[src/rtl/uart_cmd_wrapper_pkg.sv]
// Shared types and constants for the 2-byte command link wrapper.
// Optional inter-byte timeout is enabled by defining UART_WRAP_TIMEOUT_EN.
package uart_cmd_pkg;

    typedef enum logic {WAIT_HI = 1'b0, WAIT_LO = 1'b1} rx_state_t;

    localparam int unsigned TIMEOUT_CYC_DFLT = 1_000_000;
    localparam int          CMD_W            = 16;
    localparam int          RESP_W           = 8;
    // 50 MHz / 115200 baud
    localparam int          BAUD_DIV_DFLT    = 434;

endpackage

[src/rtl/uart_cmd_wrapper_if.sv]
// Command/response handshake bundle between the link wrapper and the command processor.
// master = link wrapper side, slave = command processor side.
interface uart_cmd_wrapper_if;
    import uart_cmd_pkg::*;

    logic [CMD_W-1:0]  cmd;
    logic              cmd_rdy;
    logic              clr_cmd_rdy;
    logic              cmd_ovr;
    logic [RESP_W-1:0] resp;
    logic              send_resp;
    logic              resp_busy;
    logic              resp_sent;
    logic              frm_err;

    modport master (
        output cmd, cmd_rdy, cmd_ovr, resp_busy, resp_sent, frm_err,
        input  clr_cmd_rdy, resp, send_resp
    );

    modport slave (
        input  cmd, cmd_rdy, cmd_ovr, resp_busy, resp_sent, frm_err,
        output clr_cmd_rdy, resp, send_resp
    );

endinterface

[src/rtl/uart_cmd_wrapper_uart.sv]
// 8N1 UART transceiver; rx_rdy rises mid stop bit and holds until clr_rx_rdy, tx_done holds until next trmt.
// Latency: one bit period per serial bit; no backpressure, trmt while transmitting is ignored.
module uart_cmd_wrapper_uart #(
    parameter int BAUD_DIV = 434
) (
    input  logic       clk,
    input  logic       rst_n,
    input  logic       RX,
    output logic       TX,
    output logic       rx_rdy,
    input  logic       clr_rx_rdy,
    output logic [7:0] rx_data,
    input  logic       trmt,
    input  logic [7:0] tx_data,
    output logic       tx_done
);
    localparam int BW = $clog2(BAUD_DIV + 1);
    localparam logic [BW-1:0] FULL = BW'(BAUD_DIV - 1);
    localparam logic [BW-1:0] HALF = BW'(BAUD_DIV / 2 - 1);

    logic          tx_busy;
    logic [9:0]    tx_sh;
    logic [3:0]    tx_bits;
    logic [BW-1:0] tx_cnt;

    always_ff @(posedge clk or negedge rst_n) begin
        if (!rst_n) begin
            tx_busy <= 1'b0;
            tx_sh   <= '1;
            tx_bits <= '0;
            tx_cnt  <= '0;
            tx_done <= 1'b0;
        end else if (trmt && !tx_busy) begin
            tx_sh   <= {1'b1, tx_data, 1'b0};
            tx_busy <= 1'b1;
            tx_bits <= '0;
            tx_cnt  <= FULL;
            tx_done <= 1'b0;
        end else if (tx_busy) begin
            if (tx_cnt == '0) begin
                tx_cnt <= FULL;
                tx_sh  <= {1'b1, tx_sh[9:1]};
                if (tx_bits == 4'd9) begin
                    tx_busy <= 1'b0;
                    tx_done <= 1'b1;
                end else begin
                    tx_bits <= tx_bits + 4'd1;
                end
            end else begin
                tx_cnt <= tx_cnt - BW'(1);
            end
        end
    end

    // Shift register back-fills with ones, so the line idles high.
    assign TX = tx_sh[0];

    logic          rx_meta, rx_s;
    logic          rx_busy;
    logic [3:0]    rx_bits;
    logic [BW-1:0] rx_cnt;
    logic [7:0]    rx_sh;

    always_ff @(posedge clk or negedge rst_n) begin
        if (!rst_n) begin
            rx_meta <= 1'b1;
            rx_s    <= 1'b1;
            rx_busy <= 1'b0;
            rx_bits <= '0;
            rx_cnt  <= '0;
            rx_sh   <= '0;
            rx_data <= '0;
            rx_rdy  <= 1'b0;
        end else begin
            rx_meta <= RX;
            rx_s    <= rx_meta;
            if (clr_rx_rdy) rx_rdy <= 1'b0;
            if (!rx_busy) begin
                if (!rx_s) begin
                    rx_busy <= 1'b1;
                    rx_cnt  <= HALF;
                    rx_bits <= '0;
                end
            end else if (rx_cnt == '0) begin
                rx_cnt  <= FULL;
                rx_bits <= rx_bits + 4'd1;
                if (rx_bits == 4'd0) begin
                    if (rx_s) rx_busy <= 1'b0;
                end else if (rx_bits == 4'd9) begin
                    rx_busy <= 1'b0;
                    if (rx_s) begin
                        rx_data <= rx_sh;
                        rx_rdy  <= 1'b1;
                    end
                end else begin
                    rx_sh <= {rx_s, rx_sh[7:1]};
                end
            end else begin
                rx_cnt <= rx_cnt - BW'(1);
            end
        end
    end

endmodule

[src/rtl/uart_cmd_wrapper.sv]
// Remote command receiver: two RX bytes -> 16-bit cmd (cmd_rdy one clk after low byte), one-byte response on TX.
// No backpressure: unacked cmd is overwritten (cmd_ovr), send_resp dropped while resp_busy; timeout via UART_WRAP_TIMEOUT_EN.
module uart_cmd_wrapper
    import uart_cmd_pkg::*;
#(
    parameter int unsigned TIMEOUT_CYC = TIMEOUT_CYC_DFLT,
    parameter int          CNT_W       = $clog2(TIMEOUT_CYC + 1),
    parameter int          BAUD_DIV    = BAUD_DIV_DFLT
) (
    input  logic          clk,
    input  logic          rst_n,
    input  logic          RX,
    output logic          TX,
    uart_cmd_wrapper_if.master cif
);
    logic              rx_rdy, clr_rx_rdy, trmt, tx_done;
    logic [7:0]        rx_data;
    logic [RESP_W-1:0] tx_data;

    uart_cmd_wrapper_uart #(.BAUD_DIV(BAUD_DIV)) u_uart (
        .clk        (clk),
        .rst_n      (rst_n),
        .RX         (RX),
        .TX         (TX),
        .rx_rdy     (rx_rdy),
        .clr_rx_rdy (clr_rx_rdy),
        .rx_data    (rx_data),
        .trmt       (trmt),
        .tx_data    (tx_data),
        .tx_done    (tx_done)
    );

    rx_state_t state, state_nxt;
    logic      ld_hi, ld_cmd, tmo, tmo_evt;

`ifdef UART_WRAP_TIMEOUT_EN
    logic [CNT_W-1:0] tmr;

    assign tmo = (state == WAIT_LO) && (tmr == CNT_W'(TIMEOUT_CYC));

    always_ff @(posedge clk or negedge rst_n) begin
        if (!rst_n)                          tmr <= '0;
        else if (ld_hi)                      tmr <= '0;
        else if (state == WAIT_LO && !tmo)   tmr <= tmr + CNT_W'(1);
    end
`else
    assign tmo = 1'b0;
`endif

    always_ff @(posedge clk or negedge rst_n) begin
        if (!rst_n) state <= WAIT_HI;
        else        state <= state_nxt;
    end

    always_comb begin
        state_nxt = state;
        case (state)
            WAIT_HI: if (rx_rdy) state_nxt = WAIT_LO;
            WAIT_LO: if (rx_rdy || tmo) state_nxt = WAIT_HI;
            default: state_nxt = WAIT_HI;
        endcase
    end

    // A byte landing in the expiry cycle still counts as the low byte.
    always_comb begin
        clr_rx_rdy = rx_rdy;
        ld_hi      = 1'b0;
        ld_cmd     = 1'b0;
        tmo_evt    = 1'b0;
        case (state)
            WAIT_HI: ld_hi = rx_rdy;
            WAIT_LO: begin
                ld_cmd  = rx_rdy;
                tmo_evt = tmo && !rx_rdy;
            end
            default: ;
        endcase
    end

    logic [7:0]       hi_reg;
    logic [CMD_W-1:0] cmd_q;
    logic             cmd_rdy_q, cmd_ovr_q, frm_err_q;

    always_ff @(posedge clk or negedge rst_n) begin
        if (!rst_n) begin
            hi_reg    <= '0;
            cmd_q     <= '0;
            cmd_rdy_q <= 1'b0;
            cmd_ovr_q <= 1'b0;
            frm_err_q <= 1'b0;
        end else begin
            if (ld_hi)        hi_reg <= rx_data;
            else if (tmo_evt) hi_reg <= '0;
            if (ld_cmd) cmd_q <= {hi_reg, rx_data};
            if (ld_cmd)                cmd_rdy_q <= 1'b1;
            else if (cif.clr_cmd_rdy)  cmd_rdy_q <= 1'b0;
            cmd_ovr_q <= ld_cmd && cmd_rdy_q && !cif.clr_cmd_rdy;
            frm_err_q <= tmo_evt;
        end
    end

    logic resp_busy_q, resp_sent_q, tx_done_q;
    logic tx_done_rise;

    assign tx_done_rise = tx_done && !tx_done_q;

    always_ff @(posedge clk or negedge rst_n) begin
        if (!rst_n) begin
            tx_data     <= '0;
            trmt        <= 1'b0;
            resp_busy_q <= 1'b0;
            resp_sent_q <= 1'b0;
            tx_done_q   <= 1'b0;
        end else begin
            tx_done_q   <= tx_done;
            resp_sent_q <= tx_done_rise;
            trmt        <= cif.send_resp && !resp_busy_q;
            if (cif.send_resp && !resp_busy_q) begin
                tx_data     <= cif.resp;
                resp_busy_q <= 1'b1;
            end else if (tx_done_rise) begin
                resp_busy_q <= 1'b0;
            end
        end
    end

    assign cif.cmd       = cmd_q;
    assign cif.cmd_rdy   = cmd_rdy_q;
    assign cif.cmd_ovr   = cmd_ovr_q;
    assign cif.frm_err   = frm_err_q;
    assign cif.resp_busy = resp_busy_q;
    assign cif.resp_sent = resp_sent_q;

endmodule

[src/flat_wrapper.sv]
// flat-port wrapper written by rule: the top's interface ports become plain ports
module uart_cmd_wrapper_flat import uart_cmd_pkg::*;
#(
    parameter int unsigned TIMEOUT_CYC = TIMEOUT_CYC_DFLT,
    parameter int          CNT_W       = $clog2(TIMEOUT_CYC + 1),
    parameter int          BAUD_DIV    = BAUD_DIV_DFLT
)
  (clk, rst_n, RX, TX, cif_cmd, cif_cmd_rdy, cif_cmd_ovr, cif_resp_busy, cif_resp_sent, cif_frm_err, cif_clr_cmd_rdy, cif_resp, cif_send_resp);
  uart_cmd_wrapper_if cif_i ();
  input  logic clk;
  input  logic rst_n;
  input  logic RX;
  output logic TX;
  output wire logic [$bits(cif_i.cmd)-1:0] cif_cmd;
  output wire logic [$bits(cif_i.cmd_rdy)-1:0] cif_cmd_rdy;
  output wire logic [$bits(cif_i.cmd_ovr)-1:0] cif_cmd_ovr;
  output wire logic [$bits(cif_i.resp_busy)-1:0] cif_resp_busy;
  output wire logic [$bits(cif_i.resp_sent)-1:0] cif_resp_sent;
  output wire logic [$bits(cif_i.frm_err)-1:0] cif_frm_err;
  input wire logic [$bits(cif_i.clr_cmd_rdy)-1:0] cif_clr_cmd_rdy;
  input wire logic [$bits(cif_i.resp)-1:0] cif_resp;
  input wire logic [$bits(cif_i.send_resp)-1:0] cif_send_resp;
  assign cif_cmd = cif_i.cmd;
  assign cif_cmd_rdy = cif_i.cmd_rdy;
  assign cif_cmd_ovr = cif_i.cmd_ovr;
  assign cif_resp_busy = cif_i.resp_busy;
  assign cif_resp_sent = cif_i.resp_sent;
  assign cif_frm_err = cif_i.frm_err;
  assign cif_i.clr_cmd_rdy = cif_clr_cmd_rdy;
  assign cif_i.resp = cif_resp;
  assign cif_i.send_resp = cif_send_resp;
  uart_cmd_wrapper #(.TIMEOUT_CYC(TIMEOUT_CYC), .CNT_W(CNT_W), .BAUD_DIV(BAUD_DIV)) u_core (.clk(clk), .rst_n(rst_n), .RX(RX), .TX(TX), .cif(cif_i));
endmodule
[config.mk]
export PLATFORM = sky130hd
export DESIGN_NAME = uart_cmd_wrapper_flat
export DESIGN_NICKNAME = d
export VERILOG_FILES = /design/src/rtl/uart_cmd_wrapper_pkg.sv /design/src/rtl/uart_cmd_wrapper_if.sv /design/src/rtl/uart_cmd_wrapper_uart.sv /design/src/rtl/uart_cmd_wrapper.sv /design/src/flat_wrapper.sv
export SDC_FILE = /design/constraint.sdc
export NUM_CORES = 1
export LEC_CHECK = 0
export BUFFER_PORTS_ARGS = -buffer_cell sky130_fd_sc_hd__buf_2
export CORE_MARGIN = 2
export CORE_UTILIZATION = 52
export DETAILED_ROUTE_END_ITERATION = 10
export GPL_TIMING_DRIVEN = 0
export PLACE_DENSITY = 0.79
export SYNTH_ARGS = -nofsm -noshare
export SYNTH_HDL_FRONTEND = slang
export SYNTH_HIERARCHICAL = 1
export SYNTH_SLANG_ARGS = --single-unit
[constraint.sdc]
create_clock -name clk -period 3.85 [get_ports clk]
set_clock_uncertainty 0.1 [all_clocks]
set_input_delay 0.385 -clock clk [delete_from_list [all_inputs] [get_ports clk]]
set_output_delay 0.385 -clock clk [all_outputs]
set_load 0.05 [all_outputs]
== After elaboration in Yosys (flattened, before gate mapping) ==
Cells that the tools add are included.

* Memory bits (writable): 0
* Output and inout bits: 22
* Word-level logic and storage cells: 101
* Flip-flop bits (word level): 97
* Bits in read-only memories: 0
* Input port bits: 13
* Latch bits: 0
* Memories: 0

* Shifts and indexed selects: 0
* Bitwise gates (word level): 3
* Add/sub/neg operators: 4
* Multiply operators: 0
* Mux-type cells: 43
* Magnitude comparators: 0
* Equality and inequality tests: 5
* Reductions and logical operators: 23
* Divide/modulo/power cells: 0

{| class="wikitable"
|+ Operators by type and width
! kind !! number
|-
| 9-bit two-way mux || 6
|-
| 10-bit two-way mux || 3
|-
| 4-bit two-way mux || 7
|-
| 1-bit two-way mux || 26
|-
| 9-bit logical NOT || 2
|-
| 9-bit by 1-bit subtractor with 9-bit output (second input constant) || 2
|-
| 2-bit nonzero test || 5
|-
| 4-bit by 1-bit adder with 4-bit output (second input constant) || 2
|-
| 4-bit == test (second input constant) || 2
|-
| 3-bit AND reduction || 2
|-
| 1-bit logical AND || 5
|-
| 5-bit AND reduction || 1
|-
| 1-bit logical NOT || 4
|-
| 4-bit logical NOT || 1
|-
| 2-bit by 1-bit inequality test with 1-bit output (second input constant) || 2
|-
| 2-bit AND reduction || 2
|-
| 4-bit AND reduction || 1
|-
| 1-bit NOT || 3
|-
| 2-bit inequality test (second input constant) || 1
|-
| 1-bit one-hot mux with 2 select lines || 1
|}

== Depth between registers and ports, before layout ==
Gate-level depths: netlist (run 1).

* Word-level depth: 5
* Depth in mapped cells: 6
* Gate-level depth less buffers: 5

== By module ==
Netlist (run 1), hierarchy kept.

{| class="wikitable"
|+ By module, submodules not included
! module !! cells each !! sequential area each (um2) !! instances !! area an instance (um2)
|-
| uart_cmd_wrapper_uart || 255 || 1440.1 || 1 || 2839.0
|-
| uart_cmd_wrapper || 88 || 975.9 || 1 || 1520.2
|}

== Worst setup path after synthesis (run 1) ==
No wires, ideal clock.

* Path kind: register to register
* From: register u_core.u_uart.tx_cnt[0]
* To: register u_core.u_uart.tx_bits[2]
* Period minus slack after synthesis: 1837 ps
* Library setup time: 140 ps
* Buffers on the path: 1
* Cell stages (with the launch flop): 7
* Required time: 3610 ps
* Slack: 2013 ps
* Arrival time: 1598 ps
* Path through: dfrtp_1 inv_1 ha_1 or4b_1 clkbuf_1 o311ai_0 o41ai_1

* Longest elaborated chain between the ends: 3

{| class="wikitable"
|+ RTL lines
! element !! line !! source
|-
| start, declared || uart_cmd_wrapper_uart.sv:24 || <nowiki>logic [BW-1:0] tx_cnt;</nowiki>
|-
| start signal, assigned || uart_cmd_wrapper_uart.sv:50 || <nowiki>tx_cnt <= tx_cnt - BW'(1);</nowiki>
|-
| 9-bit logical NOT || uart_cmd_wrapper_uart.sv:40 || <nowiki>if (tx_cnt == '0) begin</nowiki>
|-
| 2-bit nonzero test (no source line) || n/a ||
|-
| 3-bit AND reduction (no source line) || n/a ||
|-
| end signal, assigned || uart_cmd_wrapper_uart.sv:47 || <nowiki>tx_bits <= tx_bits + 4'd1;</nowiki>
|-
| end, declared || uart_cmd_wrapper_uart.sv:23 || <nowiki>logic [3:0] tx_bits;</nowiki>
|}

No other way between the ends.
A chain may end at the register's enable or synchronous reset.

== Worst setup path after layout (run 1) ==
* From: register u_core.u_uart.rx_cnt[0]
* To: register u_core.u_uart.rx_sh[4]

* Longest elaborated chain between the ends: 2

{| class="wikitable"
|+ RTL lines
! element !! line !! source
|-
| start, declared || uart_cmd_wrapper_uart.sv:61 || <nowiki>logic [BW-1:0] rx_cnt;</nowiki>
|-
| start signal, assigned || uart_cmd_wrapper_uart.sv:99 || <nowiki>rx_cnt <= rx_cnt - BW'(1);</nowiki>
|-
| 9-bit logical NOT || uart_cmd_wrapper_uart.sv:84 || <nowiki>end else if (rx_cnt == '0) begin</nowiki>
|-
| 4-bit AND reduction (no source line) || n/a ||
|-
| end signal, assigned || uart_cmd_wrapper_uart.sv:96 || <nowiki>rx_sh <= {rx_s, rx_sh[7:1]};</nowiki>
|-
| end, declared || uart_cmd_wrapper_uart.sv:62 || <nowiki>logic [7:0] rx_sh;</nowiki>
|}

No other way between the ends.

==> results.txt, run 1 <==
- Synthesized instance count: 343
- The internal power of the cells totals about 0.0014 W.
* Data required time at the worst endpoint: ~4 ns
- Clock insertion delay at the later pin of the skew report: 0.37 ns
- Number of primary I/O pins: 35
* Class of the tightest hold or removal check: in2reg
- In this run the worst path has a maximum fanout of 8.
* Most frequent cell after synthesis: dfrtp_1
- Placement-stage worst setup slack: around 1.7 ns
* Clock tree from TritonCTS: yes
* Synth unique cells: between 60 and 70
- Of the cells placed in the final design, the portion with a size suffix greater than 1 is 0.319.
- Across all layers, the routed design uses 2882 vias.
* Setup WS post-layout: roughly 1.7 ns
- The commonest cells after synthesis are 85 x dfrtp_1, 32 x mux2_2, 16 x mux2_4, 16 x nand2_1, 14 x inv_1.
* Mean instance size in the synthesized netlist: roughly 13 sq um
* Post-synthesis to final-layout area growth: 12.4%
- The cell family contributing the most delay on the critical path is flip-flops.
- The number of clock buffers added by TritonCTS is 9.
- Maximum frequency from static timing analysis: between 400 and 500 MHz
- The longest clock path from root to sink contains 2 buffers.
* Kind of critical path: reg2reg
* Element type at the critical path end: register
- For this run, the number of standard cells in the final layout without fillers is 500.
- The final number of max-transition violations came to 0.
* Die height: 95.6 microns
- The synthesized design spends more area on one cell type than any other, namely dfrtp_1.
- For this block, the initial DRC count from the detailed router was around 250.
- Antenna violations before repair: 0
- The tree built by TritonCTS fans out to 96 sinks.
- The total overflow left after global routing is 0.
- The analysis attributes to cell leakage a power of ~2.3 nW.
* Count of buffering cells on the critical path with inverters included: 2
* Relative slew margins: 0.466
- Proportion of netlist area held by the largest area contributor: 0.488
* Number of nets with antenna violations after routing: 0
- Setup_tns: 0 ns
* Critical path startpoint category: register
- After detailed routing, the number of vias per cell comes to around 5.8.
* Number of enable-type register cells in the synthesized netlist: 0
- In this run the post-CTS setup repair buffer count came out at 0.
- Total routing resource utilization after global routing: 0.187
- The Yosys step of the flow raised 6 warnings.
* Post-synthesis async set-or-reset flop share: 1.00
- The register with the most flip-flops in the layout has 16 of them.
- Clock network fraction of design power: 0.321
* Number of failing setup endpoints in the final timing report: 0
- The floorplan has 33 rows.
* Actual slew at the worst max-slew pin: ~0.8 ns
* Hold violation count in the final report: 0
* CP cell instances: inv_1, ha_1, and3b_1, clkbuf_1, o2111ai_2, mux2_2
- Of the total power, combinational logic draws 0.101.
* Post-Synthesis Net Count: about 370
* Horizontal die dimension: about 96 microns
- Initial core utilization: 0.533
- Cts-stage hold buffer count: 1
- Max-cap violations in this run came to 0.
- Dominant register cell in the synthesized netlist: dfrtp_1
- Total length of routed wires: 7870 microns
* Post-synthesis cell area: roughly 4400 sq um
- Entering global routing, the biggest net connects 52 pins.
* Half-perimeter wire length after placement: roughly 5400 microns
* Proportion of power drawn by flip-flops and latches: 0.577
- The worst path in the final design needs a cycle of about 2.1 ns, including I/O delays and setup.
- Switching pwr: approximately 0.00055 W
- The die covers between 9000 and 10000 sq um.
- In this run the standard cell core region covers just over 8000 sq um.
* Critical Path Slowest Stage Cell: dfrtp_1
- In this run, placement finished with an instance count of around 480.
* Antenna cell count: 0
* Post-CTS resize count: 0
- Clock slew at reported path FFs: around 0.10 ns
- The first global-routing pass estimated approximately 13000 microns of wire.
* Root buf cell: clkbuf_8
* Peak supply drop: roughly 0.00026 V
* Drt drc: 0
- Buffers added on ports: 33
- The H-tree was split into 3 levels.
* Critical Path Max Stage Delay: around 0.40 ns
- The number of global-route vias before repair came to between 2000 and 3000.
- Routed wire per std cell: around 16 microns
- Setup repair after global routing left no endpoint under its margin.
- Detailed Routing Iterations Pass 1: 4
- STA puts the critical path data arrival time at between 2 and 2.5 ns.
- At the end of routability-driven placement, the weighted congestion stood at around 0.86.
- Sorting the synthesized cells by area gives the leading types as dfrtp_1 49%, mux2_2 8.3%, dfstp_2 6.6%.
* Fraction of the cycle the final worst path needs: 0.556
- Final layout net count: 412
* Net switching fraction of the power: 0.276
- After synthesis the netlist holds a flip-flop and latch count of 96.
* Status: complete, no violations
* Ratio of total power to cell area: just over 400 nW/um^2
* Share of synthesized area occupied by flip-flops and latches: 0.554
==> power by group through the flow <==
stage          Combinational [W]  Sequential (W)  Clock, W
2_1_floorplan           0.000144         0.00115         0
3_3_place_gp            0.000187         0.00117         0
3_5_place_dp            0.000203         0.00117         0
4_1_cts                 0.000204         0.00115  0.000661
5_1_grt                 0.000231         0.00116  0.000708
6_report                0.000202         0.00115  0.000641
==> layer usage <==
layer,global-route usage,part of all wire
met5,0,0
met3,0.0490,0.048
met4,0.0571,0.010
met2,0.292,0.48
met1,0.256,0.47
==> final timing paths <==
check / endpoint / slack (ns) / cells after the start / start
max reg2reg: u_core/u_uart/rx_sh[4] / 1.71 / 6 / u_core/u_uart/rx_cnt[0]
min reg2reg: u_core/u_uart/rx_s / 0.26 / 0 / u_core/u_uart/rx_meta
max in group asynchronous: u_core/u_uart/tx_sh[5] / 2.46 / 3 / rst_n
max: u_core/u_uart/rx_sh[4] / 1.71 / 6 / u_core/u_uart/rx_cnt[0]
min in group asynchronous: u_core/cif.cmd_ovr / 0.49 / 2 / rst_n
min: u_core/tx_data[5] / 0.14 / 2 / cif_resp[5]
==> placed cells by master, fill, tap and decap left out, drive strengths merged, types with 2 or more instances in the layout <==
master       instances
a21oi               11
and2                 8
or4b                 2
nor4b                2
nand4                7
nor3                 5
a22oi                2
dlygate4sd3          2
buf                 41
xnor2                2
or4                  5
nand3                4
dfstp               11
nor2b                5
nand3b               4
nand2b               5
nand2               16
a31oi                7
clkbuf              19
nor4                 3
inv                 18
nor3b                3
nor2                 9
mux2                48
a221o                7
o31ai                8
mux2i                3
o311ai               3
o21ai               11
or3                  4
dfrtp               85
ha                   9
==> final cells by class <==
class / instances / area (sq um)
plain buffers: 16 / 88.8
clock buffers: 10 / 138
clock inverters: 6 / 56.3
fillers: 656 / 3280
inverters: 14 / 52.6
multi-input cells: 217 / 1800
flip-flops and latches: 96 / 2420
well taps: 105 / 131
repair buffers: 36 / 215
==> through the flow <==
step,area (sq um),util,hold WS [ns],total power [W]
after floorplan,4360,-,-0.0106,0.00130
after global placement,4660,0.569,0.246,0.00135
after detailed placement,4690,0.573,0.249,0.00137
after CTS,4890,0.598,0.00107,0.00202
after global routing,4900,0.599,0.121,0.00210
final,4900,0.599,0.140,0.00200
==> kinds of logic (layout without fill, tap and decap cells) <==
kind of cell,count (synthesis),after routing,share of synthesized area
buffers and inverters,30,82,0.0324
XOR/XNOR,3,3,0.00603
flip-flops,96,96,0.554
AO/OA/AOI/OAI,65,65,0.107
other,1,1,0.000860
multiplexers,51,51,0.145
adder cells (fa/ha/maj),9,9,0.0258
AND/OR/NAND/NOR,88,88,0.129
Note: power is estimated with default switching activity, not from simulation.
==> run 2, diff against run 1 <==
--- a/config.mk
+++ b/config.mk
@@ -5,6 +5,7 @@
 export SDC_FILE = /design/constraint.sdc
 export NUM_CORES = 1
 export LEC_CHECK = 0
+export ABC_AREA = 1
 export BUFFER_PORTS_ARGS = -buffer_cell sky130_fd_sc_hd__buf_2
 export CORE_MARGIN = 2
 export CORE_UTILIZATION = 52
==> constraint.sdc (replaced) <==
create_clock -name clk -period 2.1 [get_ports clk]
set_clock_uncertainty 0.1 [all_clocks]
set_input_delay 0.21 -clock clk [delete_from_list [all_inputs] [get_ports clk]]
set_output_delay 0.21 -clock clk [all_outputs]
set_load 0.05 [all_outputs]
==> results.txt, run 2 <==
- In this run the tightest slew margin relative to its limit is 0.628.
- From synthesis to final layout, the design area changed by 14.2%.
- Via count of the first global-routing pass: 3199
* Number of DRC markers in iteration 0: about 170
- For this design, the sink count on the clock tree is 96.
- Static Leakage: ~2.6 nW
* Max reg flops: 16
- The congestion estimate from routability-driven global placement came to 0.818.
- Pin count of the biggest net entering global routing: 55
- In this run the post-CTS setup repair buffer count came out at 0.
- Across every metal layer, demand over resource in global routing totals 0.198.
* Leading cell type in the layout, fill and taps excluded: nand2_1
- Fraction of the cycle the final worst path needs: 0.863
- Setup WS post-layout: 0.288 ns
- Post-route minimum period: 1.81 ns
- Drt drc: 0
- In this run, synthesis produced a sequential element count of 96.
- Level count of the clock H-tree: 3
- The first global-routing pass estimated 13900 microns of wire.
- Met3 layer wire length in the routed design: roughly 230 microns
- The most used flip-flop cell after synthesis is dfrtp_1.
- Dominant cell type by area after synthesis: dfrtp_1
- Number of nets with antenna violations after routing: 0
- The tree is rooted in a clkbuf_8.
- Class of the tightest hold or removal check: in2reg
- In this run the critical register-to-register path is captured at u_core/u_uart/tx_sh[5].
- GR Overflow Total: 0
- Placement-stage worst setup slack: between 0.2 and 0.25 ns
- Mean instance size in the synthesized netlist: roughly 8.7 sq um
- Once detailed placement completed, the half-perimeter wirelength came to 5660 microns.
* Number of primary I/O pins: 35
* Actual slew at the worst max-slew pin: 0.559 ns
* Critical path startpoint category: register
- The die covers around 8900 sq um.
- Total number of yosys warnings: 6
- Element type at the critical path end: register
- The share of synthesized area in the top cell type comes to 0.499.
- Share of synthesized area occupied by flip-flops and latches: 0.567
* Post-Place Cells: roughly 630
- STA puts the critical path data arrival time at 2.01 ns.
* Fraction of final layout cells with drive strength greater than 1: 0.153
* Peak supply drop: slightly above 0.0003 V
* Die height: around 95 microns
- Hold timing on the final database bottoms out at a slack of about 0.083 ns.
- Most frequent cell after synthesis: nand2_1
* Routed length on met1: around 3800 microns
- Using the TritonRoute via totals, the vias-per-cell ratio works out to approximately 5.
- Max-slew violations: 0
* Number of enable-type register cells in the synthesized netlist: 0
* Post-Route Utilization: 0.601
- Biggest area contributors in the synthesized netlist: dfrtp_1 50%, nand2_1 15%, dfstp_2 6.8%
* Antenna violations before repair: 0
- In the detailed route, the total length drawn on met2 is about 4000 microns.
- By count the netlist is led by 174 x nand2_1, 85 x dfrtp_1, 47 x inv_1.
- Worst reg-to-reg path cell count: 9
* Ratio of total power to cell area: 619 nW/um^2
* Via count: between 3000 and 4000
- Count of max-cap constraint violations: 0
- The final layout contains ~570 nets.
* Synth unique cells: 32
- Post-synthesis async set-or-reset flop share: 1.00
- Kind of critical path: reg2reg
- The mapped netlist covers about 4300 sq um.
- Capturing instance or port of the critical path: u_core/u_uart/tx_sh[5]
- Of all nets on the critical path, the largest fanout is 10.
- Commonest cells after routing, fill and taps aside: 174 x nand2_1, 85 x dfrtp_1, 47 x inv_1
- Clock insertion delay at the later pin of the skew report: roughly 0.36 ns
* Clock slew at reported path FFs: around 0.090 ns
- Tracing the worst setup path back leads to its startpoint at u_core/u_uart/tx_cnt[0].
* Data required time at the worst endpoint: about 2.3 ns
- Setup repair after global routing left no endpoint under its margin.
- Buffers inserted during clock tree synthesis total 9.
* Detailed Routing Iterations Pass 1: 4
- Dividing the detail-routed wire length by the instance count gives between 10 and 15 microns.
- After floorplanning, the core was divided into 33 placement rows.
- No sink is reached through more buffers than the 2 on the longest clock path.
- Setup violations remaining at the end of the flow were counted as 0.
- The flow ran to the end, and the final reports show no timing, DRC or antenna violations.
- Clock tree from TritonCTS: yes
- After the flow finishes, the layout carries non-filler instances totaling 653.
* Maximum frequency from static timing analysis: between 500 and 600 MHz
- Core ar.: approximately 8100 sq um
- From left edge to right edge, the die measures roughly 95 microns.
* Post-Synthesis Net Count: 510
- During placement, the flow inserted port buffers numbering 32.
* Setup slack of the worst register-to-register path: 0.29 ns
* Reg-to-reg startpoint: u_core/u_uart/tx_cnt[0]
- Hold violation count in the final report: 0
- Max Used Layer: met4
- The initial utilization of the core area, before any placement, comes to 0.526.
- Total length of routed wires: slightly above 8000 microns
- The cell count after synthesis came out at 488.
- Antenna cell count: 0
run 2: worst max-delay path, cell delays in order, from the launching register on:
cell and delay, ns:
dfrtp_1 0.41, inv_1 0.11, ha_1 0.20, nand2_1 0.10, nor2_1 0.20, nand3_1 0.13
nand2_1 0.17, buf_4 0.20, nand2_1 0.07, nand2_1 0.07
run 2: layout make-up:
class,instances,area (sq um)
Sequential cell,96,2420
Buffer,11,91.3
Multi-Input combinational cell,330,1560
Timing Repair Buffer,44,300
Fill cell,730,3230
Inverter,51,195
Clock inverter,6,43.8
Tap cell,105,131
Clock buffer,10,128
run 2: stage by stage:
step / cell area, sq um / setup TNS, ns / power, W
finish: 4870 / 0 / 0.00301
global route: 4870 / 0 / 0.00313
CTS: 4860 / 0 / 0.00304
detailed placement: 4580 / 0 / 0.00195
global placement: 4550 / -14.29 / 0.00194
floorplan: 4260 / 0 / 0.00190
run 2: power by group:
part / total [W] / leakage (nW) / switching [W] / internal (W)
clock: 0.00108 / 0.0870 / 0.000642 / 0.000438
sequential: 0.00185 / 1.28 / 0.00000103 / 0.00185
combinational: 0.0000771 / 1.24 / 0.0000483 / 0.0000288
total: 0.00301 / 2.60 / 0.000692 / 0.00232
run 2: cell families (layout without fill, tap and decap cells):
logic type / count (synthesis) / in the layout / share of synthesized area
buffers and inverters: 62 / 122 / 0.0673
DFF: 96 / 96 / 0.567
adders and majority gates: 9 / 9 / 0.0264
xor gates and xnor gates: 9 / 9 / 0.0185
other: 1 / 1 / 0.000880
and+or+nand+nor: 264 / 264 / 0.262
AOI/OAI and AO/OA: 47 / 47 / 0.0582
run 2: worst min path at each step:
stage	start	to	slack [ns]	depth (start not counted)
2_1_floorplan	rst_n	u_core/cif.cmd[0]	-0.19	0
3_3_place_gp	RX	u_core/u_uart/rx_meta	0.22	1
3_5_place_dp	rst_n	u_core/u_uart/tx_cnt[6]	0.14	1
4_1_cts	cif_send_resp	u_core/tx_data[2]	0.07	3
5_1_grt	cif_send_resp	u_core/tx_data[5]	0.09	3
6_report	cif_send_resp	u_core/tx_data[2]	0.08	3
run 2: per-layer routing:
| layer | up-vias | track usage |
|---|---|---|
| li1 | 1642 | - |
| met1 | 1595 | 0.258 |
| met2 | 51 | 0.333 |
| met3 | 3 | 0.0359 |
| met4 | 0 | 0.0749 |
| met5 | - | 0 |
run 2: timing repair:
action                                  in CTS  in global routing
endpoints found under the setup margin       0                  2
hold endpoints to repair                    44                  0
resized for setup                            0                  1
hold buffers                                11                  0
